`src/rtl/tdc_emu_pkg.sv`:
```
// Shared constants for the hit-generator timestamping path: marker codes, edge-select
// encodings and the bit layout of the stamped output word.
package tdc_emu_pkg;

  localparam int CH_W = 5;
  localparam logic [CH_W-1:0] TRIG_MARKER = 5'h1F;

  typedef enum logic [1:0] {
    EDGE_NONE  = 2'b00,
    EDGE_LEAD  = 2'b01,
    EDGE_TRAIL = 2'b10,
    EDGE_BOTH  = 2'b11
  } edge_sel_e;

  // Output word is {ch, trailing, coarse}; coarse sits at the bottom.
  localparam int OFS_COARSE = 0;

  function automatic int ofs_trail(input int cnt_w);
    return OFS_COARSE + cnt_w;
  endfunction

  function automatic int ofs_ch(input int cnt_w);
    return OFS_COARSE + cnt_w + 1;
  endfunction

endpackage

```
`src/rtl/sync_fifo_fwft.sv`:
```
// Synchronous first-word-fall-through FIFO: array storage with a registered output stage.
// Occupancy counts the output register, so DEPTH words in total can be held.
module sync_fifo_fwft #(
  parameter int WIDTH = 18,
  parameter int DEPTH = 16
) (
  input  logic             clk,
  input  logic             rst,
  input  logic             wr_en_i,
  input  logic [WIDTH-1:0] wr_data_i,
  output logic             full_o,
  input  logic             rd_en_i,
  output logic [WIDTH-1:0] rd_data_o,
  output logic             rd_valid_o
);

  localparam int AW = $clog2(DEPTH);

  logic [WIDTH-1:0] mem [DEPTH];
  logic [AW-1:0]    wr_ptr_q, rd_ptr_q;
  logic [AW:0]      mem_cnt_q, occ;
  logic             valid_q;
  logic [WIDTH-1:0] data_q;
  logic             do_wr, do_pop, do_load;

  assign occ     = mem_cnt_q + {{AW{1'b0}}, valid_q};
  assign full_o  = (occ == (AW+1)'(DEPTH));
  assign do_wr   = wr_en_i & ~full_o;
  assign do_pop  = valid_q & rd_en_i;
  // Refill the output stage whenever it is empty or being consumed this cycle.
  assign do_load = (mem_cnt_q != '0) & (~valid_q | do_pop);

  always_ff @(posedge clk) begin
    if (do_wr) mem[wr_ptr_q] <= wr_data_i;
  end

  always_ff @(posedge clk) begin
    if (rst) begin
      wr_ptr_q  <= '0;
      rd_ptr_q  <= '0;
      mem_cnt_q <= '0;
      valid_q   <= 1'b0;
      data_q    <= '0;
    end else begin
      wr_ptr_q  <= wr_ptr_q + AW'(do_wr);
      mem_cnt_q <= mem_cnt_q + (AW+1)'(do_wr) - (AW+1)'(do_load);
      if (do_load) begin
        data_q   <= mem[rd_ptr_q];
        valid_q  <= 1'b1;
        rd_ptr_q <= rd_ptr_q + AW'(1);
      end else if (do_pop) begin
        valid_q  <= 1'b0;
      end
    end
  end

  assign rd_data_o  = data_q;
  assign rd_valid_o = valid_q;

endmodule

```
`src/rtl/hit_edge_timestamper.sv`:
```
// Timestamps selected edges of the test-hit and trigger lines with a free-running coarse
// counter and serialises them (trigger first, then round-robin channels) into an output FIFO.
module hit_edge_timestamper
  import tdc_emu_pkg::*;
#(
  parameter int NCH        = 24,
  parameter int CNT_W      = 12,
  parameter int FIFO_DEPTH = 16
) (
  input  logic                  clk,
  input  logic                  rst,
  input  logic [NCH-1:0]        hit_in,
  input  logic                  trigger_in,
  input  logic                  inv,
  input  logic                  enable,
  input  logic [NCH-1:0]        channel_mask,
  input  logic [1:0]            edge_sel,
  output logic [CH_W+CNT_W:0]   out_data,
  output logic                  out_valid,
  input  logic                  out_ready,
  output logic [15:0]           lost_cnt,
  output logic                  lost_flag
);

  localparam int DW        = CH_W + 1 + CNT_W;
  localparam int OFS_TRAIL = ofs_trail(CNT_W);
  localparam int OFS_CH    = ofs_ch(CNT_W);

  logic [NCH-1:0]   h, lead, trail, hit_edge;
  logic [NCH-1:0]   h_q, pend_q, pend_d, grant, cap, lose;
  logic [CNT_W-1:0] ts_q [NCH];
  logic             type_q [NCH];
  logic             trig_h, trig_q, trig_edge;
  logic             trig_pend_q, trig_pend_d, trig_grant, trig_cap, trig_lose;
  logic [CNT_W-1:0] trig_ts_q;
  logic [CNT_W-1:0] coarse_q;
  logic [CH_W-1:0]  rr_q, rr_d, sel_idx, cand;
  logic             found;
  logic             fifo_full, wr_en;
  logic [DW-1:0]    wr_data;
  logic [15:0]      lost_q, lost_d;
  logic             lost_flag_q;
  logic [CH_W:0]    n_lost;
  logic [16:0]      lost_sum;
  edge_sel_e        sel_e;
  logic             lead_en, trail_en;

  assign sel_e    = edge_sel_e'(edge_sel);
  assign lead_en  = (sel_e == EDGE_LEAD)  || (sel_e == EDGE_BOTH);
  assign trail_en = (sel_e == EDGE_TRAIL) || (sel_e == EDGE_BOTH);

  assign h        = inv ? ~hit_in : hit_in;
  assign lead     = h & ~h_q;
  assign trail    = ~h & h_q;
  assign hit_edge = ((lead & {NCH{lead_en}}) | (trail & {NCH{trail_en}}))
                    & channel_mask & {NCH{enable}};

  assign trig_h    = inv ? ~trigger_in : trigger_in;
  assign trig_edge = trig_h & ~trig_q & enable;

  // A channel being drained this cycle may take a fresh edge without loss.
  assign cap         = hit_edge & (~pend_q | grant);
  assign lose        = hit_edge & pend_q & ~grant;
  assign pend_d      = (pend_q & ~grant) | cap;
  assign trig_cap    = trig_edge & (~trig_pend_q | trig_grant);
  assign trig_lose   = trig_edge & trig_pend_q & ~trig_grant;
  assign trig_pend_d = (trig_pend_q & ~trig_grant) | trig_cap;

  always_comb begin
    grant      = '0;
    trig_grant = 1'b0;
    wr_en      = 1'b0;
    wr_data    = '0;
    rr_d       = rr_q;
    found      = 1'b0;
    sel_idx    = '0;
    cand       = '0;
    if (!fifo_full) begin
      if (trig_pend_q) begin
        trig_grant = 1'b1;
        wr_en      = 1'b1;
        wr_data[OFS_CH +: CH_W]         = TRIG_MARKER;
        wr_data[OFS_COARSE +: CNT_W]    = trig_ts_q;
      end else begin
        // First pending channel strictly after the last one served, wrapping.
        for (int i = 1; i <= NCH; i++) begin
          cand = CH_W'((int'(rr_q) + i) % NCH);
          if (!found && pend_q[cand]) begin
            found   = 1'b1;
            sel_idx = cand;
          end
        end
        if (found) begin
          grant[sel_idx] = 1'b1;
          wr_en          = 1'b1;
          rr_d           = sel_idx;
          wr_data[OFS_CH +: CH_W]      = sel_idx;
          wr_data[OFS_TRAIL]           = type_q[sel_idx];
          wr_data[OFS_COARSE +: CNT_W] = ts_q[sel_idx];
        end
      end
    end
  end

  assign n_lost   = (CH_W+1)'($countones(lose)) + {{CH_W{1'b0}}, trig_lose};
  assign lost_sum = {1'b0, lost_q} + 17'(n_lost);
  assign lost_d   = lost_sum[16] ? 16'hFFFF : lost_sum[15:0];

  always_ff @(posedge clk) begin
    if (rst) begin
      h_q         <= '0;
      trig_q      <= 1'b0;
      coarse_q    <= '0;
      pend_q      <= '0;
      trig_pend_q <= 1'b0;
      trig_ts_q   <= '0;
      rr_q        <= CH_W'(NCH - 1);
      lost_q      <= '0;
      lost_flag_q <= 1'b0;
    end else begin
      h_q         <= h;
      trig_q      <= trig_h;
      coarse_q    <= coarse_q + CNT_W'(1);
      pend_q      <= pend_d;
      trig_pend_q <= trig_pend_d;
      if (trig_cap) trig_ts_q <= coarse_q;
      rr_q        <= rr_d;
      lost_q      <= lost_d;
      lost_flag_q <= lost_flag_q | (n_lost != '0);
    end
  end

  // Per-channel stamp storage; only meaningful while the matching pending bit is set.
  for (genvar gi = 0; gi < NCH; gi++) begin : g_cap
    always_ff @(posedge clk) begin
      if (cap[gi]) begin
        ts_q[gi]   <= coarse_q;
        type_q[gi] <= trail[gi];
      end
    end
  end

  sync_fifo_fwft #(
    .WIDTH (DW),
    .DEPTH (FIFO_DEPTH)
  ) u_fifo (
    .clk        (clk),
    .rst        (rst),
    .wr_en_i    (wr_en),
    .wr_data_i  (wr_data),
    .full_o     (fifo_full),
    .rd_en_i    (out_ready),
    .rd_data_o  (out_data),
    .rd_valid_o (out_valid)
  );

  assign lost_cnt  = lost_q;
  assign lost_flag = lost_flag_q;

endmodule

```
`config.mk`:
```
export PLATFORM = sky130hd
export DESIGN_NAME = hit_edge_timestamper
export DESIGN_NICKNAME = d
export VERILOG_FILES = /design/src/rtl/tdc_emu_pkg.sv /design/src/rtl/sync_fifo_fwft.sv /design/src/rtl/hit_edge_timestamper.sv
export SDC_FILE = /design/constraint.sdc
export NUM_CORES = 1
export LEC_CHECK = 0
export CORE_AREA = 3 3 286 344
export DETAILED_ROUTE_END_ITERATION = 16
export DIE_AREA = 0 0 289 347
export MAX_ROUTING_LAYER = met4
export PLACE_DENSITY_LB_ADDON = 0.05
export SLEW_MARGIN = 20
export SYNTH_ARGS = -nofsm -noshare
export SYNTH_HDL_FRONTEND = slang
export SYNTH_HIERARCHICAL = 1
export SYNTH_SLANG_ARGS = --single-unit
```
`constraint.sdc`:
```
create_clock -name clk -period 11.7 [get_ports clk]
set_clock_uncertainty 0.15 [all_clocks]
set_input_delay 2.925 -clock clk [delete_from_list [all_inputs] [get_ports clk]]
set_output_delay 2.925 -clock clk [all_outputs]
set_load 0.01 [all_outputs]
```
# [Word-level counts from Yosys, hierarchy flattened]
# Memories as Yosys holds them, arrays and structs flattened. A register that Yosys moved wholly into a read port is not among the register bits.
# Cells that the tools add are included.
[word_totals] ff_bits=110 mem_bits_rw=600 inputBits=56 output_inout_bits=36 wordCells=431 mem_count=3
[op_classes] n_addsub=55 n_div=24 magnitude_cmp=26 n_eq_ne=4 n_mux=216 n_bitwise=37 n_reduce_logical=53
[mem_list] memory="ts_q" words=24 word_bits=12 read_ports=1 rd_clocked_by_memory_dff=0 write_ports=24 line_no="hit_edge_timestamper.sv:31" rtl="logic [CNT_W-1:0] ts_q [NCH];"
[mem_list] memory="u_fifo.mem" words=16 word_bits=18 read_ports=1 rd_clocked_by_memory_dff=1 write_ports=1 line_no="sync_fifo_fwft.sv:19" rtl="logic [WIDTH-1:0] mem [DEPTH];"
[mem_list] memory="type_q" words=24 word_bits=1 read_ports=1 rd_clocked_by_memory_dff=0 write_ports=24 line_no="hit_edge_timestamper.sv:32" rtl="logic type_q [NCH];"
[op_table] cell="modulo 32 x 6 -> 32 bit (second input constant)" count=24
[op_table] cell="AND 24 bit" count=10
[op_table] cell="2-to-1 mux 1 bit" count=156
[op_table] cell="< comparator 5 x 6 -> 1 bit (second input constant)" count=25
[op_table] cell="2-to-1 mux 5 bit" count=27
[op_table] cell="binary-select mux 1 bit (select 5 bit)" count=24
[op_table] cell="NOT 24 bit" count=5
[op_table] cell="2-to-1 mux 24 bit" count=4
[op_table] cell="OR 24 bit" count=3
[op_table] cell="adder 5 x 5 -> 6 bit (second input constant)" count=9
[op_table] cell="adder 5 x 4 -> 6 bit (second input constant)" count=8
[op_table] cell="2-to-1 mux 18 bit" count=2
[op_table] cell="adder 1 x 1 -> 2 bit" count=12
[op_table] cell="adder 5 x 3 -> 6 bit (second input constant)" count=4
[op_table] cell="logical AND 1 bit" count=24
[op_table] cell="logical NOT 1 bit" count=23
[op_table] cell="adder 2 x 2 -> 3 bit" count=6
[op_table] cell="adder 16 x 6 -> 17 bit" count=1
[op_table] cell="2-to-1 mux 16 bit" count=1
[op_table] cell="adder 12 x 1 -> 12 bit (second input constant)" count=1
[op_table] cell="adder 3 x 3 -> 4 bit" count=3
[op_table] cell="adder 5 x 2 -> 6 bit (second input constant)" count=2
[op_table] cell="2-to-1 mux 12 bit" count=1
[op_table] cell="adder 5 x 1 -> 5 bit" count=2
[op_table] cell="other kinds (20)" count=38

# [Logic depth before layout (Yosys ltp)]
[logic_depth] word_depth=139 ltp_mapped=51 depth_no_buf=44

# [By module]
# The synthesis kept the hierarchy.
[by_module_without_submodules] mod="hit_edge_timestamper" instances=1 cells_per_inst=2500 area_each_um2=25644.6 seq_area_each_um2=11290.8
[by_module_without_submodules] mod="sync_fifo_fwft" instances=1 cells_per_inst=590 area_each_um2=12435.7 seq_area_each_um2=9288.9

# [Worst setup path before layout]
# Ideal clock, no wire load.
[synth_path] path_type="register to register" startpoint="register rr_q[1]" endpoint="register lost_q[3] (netlist: lost_cnt[3])" setup_time_ps=71 t_arrival_ps=11260 t_required_ps=11479 setup_slack_ps=219 stages_incl_launch_ff=47 path_buffers=9 synth_period_minus_slack_ps=11481 cell_sequence="dfxtp_1 buf_6 buf_6 buf_6 buf_4 inv_1 ha_1 buf_2 nor2b_4 nor3_1 nor2_1 ha_1 nand4b_1 a211o_1 a211oi_2 o31a_1 o31ai_2 nor4_4 (+11 left out) fa_1 fa_1 fa_1 fa_1 inv_1 fa_1 fa_1 inv_1 fa_1 fa_1 nor2b_1 o21ai_0 a21oi_1 o21ai_0 nor3_1 nand4_1 clkbuf_1 a21oi_1"
[synth_between] elab_chain_cells=139 word_cells_on_any_way=276 cone_classes="add/sub: 49; div: 24; order compare: 2; mux: 152; bitwise: 2; reduce/logical: 47"
[synth_rtl] element="start, declared" line_no="hit_edge_timestamper.sv:37" rtl="logic [CH_W-1:0] rr_q, rr_d, sel_idx, cand;"
[synth_rtl] element="start signal, assigned" line_no="hit_edge_timestamper.sv:117" rtl="rr_q <= CH_W'(NCH - 1);"
[synth_rtl] element="start signal, assigned" line_no="hit_edge_timestamper.sv:127" rtl="rr_q <= rr_d;"
[synth_rtl] element="adder 5 x 1 -> 6 bit" line_no="hit_edge_timestamper.sv:87" rtl="cand = CH_W'((int'(rr_q) + i) % NCH);"
[synth_rtl] element="modulo 32 x 6 -> 32 bit" line_no="hit_edge_timestamper.sv:87"
[synth_rtl] element="binary-select mux 1 bit (select 5 bit)" line_no="hit_edge_timestamper.sv:88" rtl="if (!found && pend_q[cand]) begin"
[synth_rtl] element="2-to-1 mux 1 bit (implied by the code)" line_no="hit_edge_timestamper.sv:88"
[synth_rtl] element="2-to-1 mux 1 bit" line_no="hit_edge_timestamper.sv:88"
[synth_rtl] element="2-to-1 mux 1 bit" line_no="hit_edge_timestamper.sv:79" rtl="if (trig_pend_q) begin"
[synth_rtl] element="2-to-1 mux 1 bit" line_no="hit_edge_timestamper.sv:78" rtl="if (!fifo_full) begin"
[synth_rtl] element="logical NOT 1 bit" line_no="hit_edge_timestamper.sv:88"
[synth_rtl] element="(+123 left out)"
[synth_rtl] element="adder 1 x 1 -> 2 bit (implied by the code)" line_no="hit_edge_timestamper.sv:105" rtl="assign n_lost = (CH_W+1)'($countones(lose)) + {{CH_W{1'b0}}, trig_lose};"
[synth_rtl] element="adder 2 x 2 -> 3 bit (implied by the code)" line_no="hit_edge_timestamper.sv:105"
[synth_rtl] element="adder 3 x 3 -> 4 bit (implied by the code)" line_no="hit_edge_timestamper.sv:105"
[synth_rtl] element="adder 4 x 4 -> 5 bit (implied by the code)" line_no="hit_edge_timestamper.sv:105"
[synth_rtl] element="adder 5 x 4 -> 6 bit (implied by the code) (*)" line_no="hit_edge_timestamper.sv:105"
[synth_rtl] element="adder 6 x 1 -> 6 bit (*)" line_no="hit_edge_timestamper.sv:105"
[synth_rtl] element="adder 16 x 6 -> 17 bit (*)" line_no="hit_edge_timestamper.sv:106" rtl="assign lost_sum = {1'b0, lost_q} + 17'(n_lost);"
[synth_rtl] element="2-to-1 mux 16 bit (*)" line_no="hit_edge_timestamper.sv:107" rtl="assign lost_d = lost_sum[16] ? 16'hFFFF : lost_sum[15:0];"
[synth_rtl] element="end signal, assigned" line_no="hit_edge_timestamper.sv:128" rtl="lost_q <= lost_d;"
[synth_rtl] element="end, declared" line_no="hit_edge_timestamper.sv:41" rtl="logic [15:0] lost_q, lost_d;"
# Every way passes the cells marked *; elsewhere a longest branch is shown, timed or not. The select of a mux whose other input is x is not followed.
# A chain may end at the register's enable or synchronous reset.

# [Final worst setup path]
[layout_path] startpoint="register rr_q[1]" endpoint="register lost_q[12] (netlist: lost_cnt[12])"
# Same word-level chain as after synthesis.

==> results <==
- Setup violations remaining at the end of the flow were counted as 0.
- The category of the most critical setup path is flip-flop to flip-flop.
- The final design instance area without fill is around 44000 um^2.
- The sequential-to-total area share from yosys stat is 54.04%.
- For this run, the number of Yosys warnings is 6.
- The wire length per cell is 26.48 um.
- No sink is reached through more buffers than the 3 on the longest clock path.
- The number of buffers inserted by port buffering is 91.
- The number of antenna violations at the first check in global routing was 0.
- Sorting the synthesized cells by how often they occur yields edfxtp_1 (600), nand2_1 (256), nor2_1 (158).
- Prior to clock tree synthesis, the placed netlist has a worst setup slack of 6.601 ps.
- The violation count after the first detailed-routing iteration is 2157.
- The synthesized netlist occupies a cell area of 38080 um^2.
- The clock drives 728 sinks.
- The detailed-route via count is ~27k.
- The wire length of the first global-routing pass is 179700 um.
- The flow ran to the end, and the final reports show no timing, DRC or antenna violations.
- In this run the remaining antenna-violating nets after routing total 0.
- The via count of the first global-routing pass came to 26.82k.
- At the end of the flow, the number of nets in the layout was 3441.
- Derived from the worst setup path, the maximum achievable clock frequency is 89.62 MHz.
- The net count after synthesis is between 3k and 4k.
- The via density per instance is approximately 6.
- The relative slew slack is 19.57%.
- The half-perimeter wire length after detailed placement is 82930 um.
- The cell taking the most area after synthesis is edfxtp_1.
- The slew at the pin closest to its max-slew limit is 1202 ps.
- The stage delay of the slowest cell on the critical path is 590 ps.
- The area of placed instances is 41430 um^2.
- The nature of the critical path endpoint is a flip-flop.
- The count of H-tree levels built during CTS is 3.
- Of the available clock period, the critical path in the final layout requires 95.37%.
- The share of synthesized registers carrying an async set or reset is 0%.
- In this run, CTS created clock tree buffers numbering 78.
- Pin placement for this block handled 92 I/O pins.
- For the final routed database, the setup TNS stands at 0 ps.
- The floorplan step set the die height to 347 um.
- The number of antenna diodes in the final layout is 0.
- After clock tree synthesis, the clock-pin slew on the worst setup and hold paths is about 60 ps.
- The placeable core region is approximately 95000 um^2.
- For this design, the slowest cell found on the critical path is fa_1.
- The hold violation count in the final report is 0.
- After technology mapping, the gate count stands at about 3.1k.
- The number of max-slew violations in the final report was 0.
- The prevailing post-synth register cell is edfxtp_1.
- The effective utilization at floorplan is 39.97%.
- The maximum fanout count along the critical path is 6.
- Hold timing on the final database bottoms out at a slack of 349.2 ps.
- The smallest clock period supported by the final layout is computed as 11160 ps.
- The nature of the critical path startpoint is a flip-flop.
- The path class of the lowest-slack min-delay path is flip-flop to flip-flop.
- Setup slack closes at 542.0 ps.
- The number of different library cells used by synthesis comes to 130.
- The first detailed-routing pass ran for 6 iterations.
- Counting flops and latches in the post-synthesis netlist gives 728.
- The required time of the critical path is between 10000 and 15000 ps.
- In this run the horizontal extent of the chip is 289 um.
- The cell with the most instances on the worst path is fa_1.
- A synthesized cell averages 12.32 um^2.
- After synthesis, the cell types taking the most area are edfxtp_1 (47%), dfxtp_1 (6.7%), mux4_2 (6.0%), mux2i_1 (3.5%), nand2_1 (2.5%).
- The overall die area is 100300 um^2.
- The final weighted congestion of routability-driven global placement is 0.9105.
- The share of cells above drive strength 1 is 19.39%.
- Data on the critical path arrives at its endpoint at 11540 ps.
- The tree is rooted in a clkbuf_16.
- The routed wire length is 122300 um.
- Summed over its instances, the top area cell type makes up 47.31% of the synthesized netlist area.
- By instance count, the leading cell after synthesis is edfxtp_1.
- The number of maximum-capacitance violations is 0.
- The later pin in the worst-skew pair is clocked with a latency of 640 ps.
- The pin count of the biggest net entering global routing is 78.
- The relative area change from synthesis to final layout is 16.58%.
- The total DRC errors in the routed layout is 0.
- TritonCTS built the clock tree.
- In the global route stage, overall resource usage came out at 24.72%.
- Yosys mapped a number of flops with a built-in enable equal to 600.
- The overall overflow remaining after global route is 0.
- The count of standard-cell rows is 124.
-- metal layers --
metal / share of wire [%] / vias up / track usage [%]
li1: - / 12330 / -
met1: 44 / 13780 / 33.16
met2: 49 / 732 / 40.23
met3: 4.3 / 155 / 2.462
met4: 2.7 / 0 / 6.617
met5: 0 / - / -
-- final cells by class --
cell class / count / area (um^2)
Tap cell: 1260 / 1577
Inverter: 97 / 365.4
Fill cell: 8676 / 50870
Sequential cell: 728 / 20600
Multi-Input combinational cell: 2076 / 16790
Timing Repair Buffer: 313 / 2611
Clock buffer: 106 / 2087
Clock inverter: 38 / 359.1
-- critical path: cells and delay by family, from the launching register on --
kind / cells / cell delay [ps]
simple gates: 16 / 3340
buf+inv: 9 / 1060
fa+ha+maj: 10 / 4450
flops: 1 / 420
mux: 1 / 320
compound gates: 8 / 1350
-- layout by cell type, fill, tap and decap left out, types with 15 or more instances in the layout --
cell type	n
a211o_1	15
a211oi_1	98
a21o_1	30
a21oi_1	126
a311oi_1	46
a31oi_1	21
and2_1	53
and3_1	87
buf_4	219
clkbuf_1	25
clkbuf_16	78
clkdlybuf4s50_1	90
dfxtp_1	115
edfxtp_1	600
fa_1	20
ha_1	66
inv_1	91
mux2i_1	127
mux4_2	101
nand2_1	253
nand2b_1	36
nand3_1	98
nand3b_1	26
nor2_1	155
nor2b_1	43
nor3_1	37
nor3b_1	33
o211ai_1	19
o21a_1	21
o21ai_0	52
o221ai_1	22
o31ai_1	18
or2_2	29
or3_1	16
xnor2_1	57
xor2_1	18
-- through the flow --
step / utilization (%) / cells
after floorplan: - / 3090
after global placement: 43.45 / 4468
after detailed placement: 43.49 / 4468
after CTS: 46.06 / 4612
after global routing: 46.60 / 4618
final: 46.60 / 4618
-- sequential cells by signal, indices dropped and copies added (netlist names) --
signal / cells
ts_q: 288
u_fifo/mem: 288
h_q: 24
pend_q: 24
type_q: 24
u_fifo/rd_data_o: 18
lost_cnt: 16
coarse_q: 12
trig_ts_q: 12
rr_q: 5
u_fifo/mem_cnt_q: 5
u_fifo/rd_ptr_q: 4
u_fifo/wr_ptr_q: 4
lost_flag: 1
trig_pend_q: 1
trig_q: 1
u_fifo/rd_valid_o: 1
-- kinds of logic after synthesis --
| kind of cell | count (synthesis) | share of synthesized area [%] |
|---|---|---|
| AND/OR/NAND/NOR | 991 | 13.97 |
| multiplexers | 247 | 9.929 |
| XOR/XNOR | 83 | 2.077 |
| AO/OA/AOI/OAI | 664 | 12.95 |
| flip-flops | 728 | 54.04 |
| adder cells (fa/ha/maj) | 91 | 3.384 |
| buffers and inverters | 286 | 3.644 |
-- path summary, 6_finish.rpt --
| kind | from | end | slack, ps | cells after the start |
|---|---|---|---|---|
| max | rr_q[1] | lost_cnt[12] | 540 | 44 |
| min | trig_ts_q[8] | trig_ts_q[8] | 350 | 2 |
| max reg2reg | rr_q[1] | lost_cnt[12] | 540 | 44 |
| min reg2reg | trig_ts_q[8] | trig_ts_q[8] | 350 | 2 |
-- timing repair --
item | CTS | global route
setup buffers | 0 | 6
hold buffers | 0 | 0
gates resized for setup | 1 | 73
hold endpoints to repair | 0 | 0
setup endpoints to repair | 1 | 16
pin swaps | 0 | 5
Power is left out: the tool's default activity adds up to more than one toggle a clock period on the data nets, which glitch-free logic cannot reach.
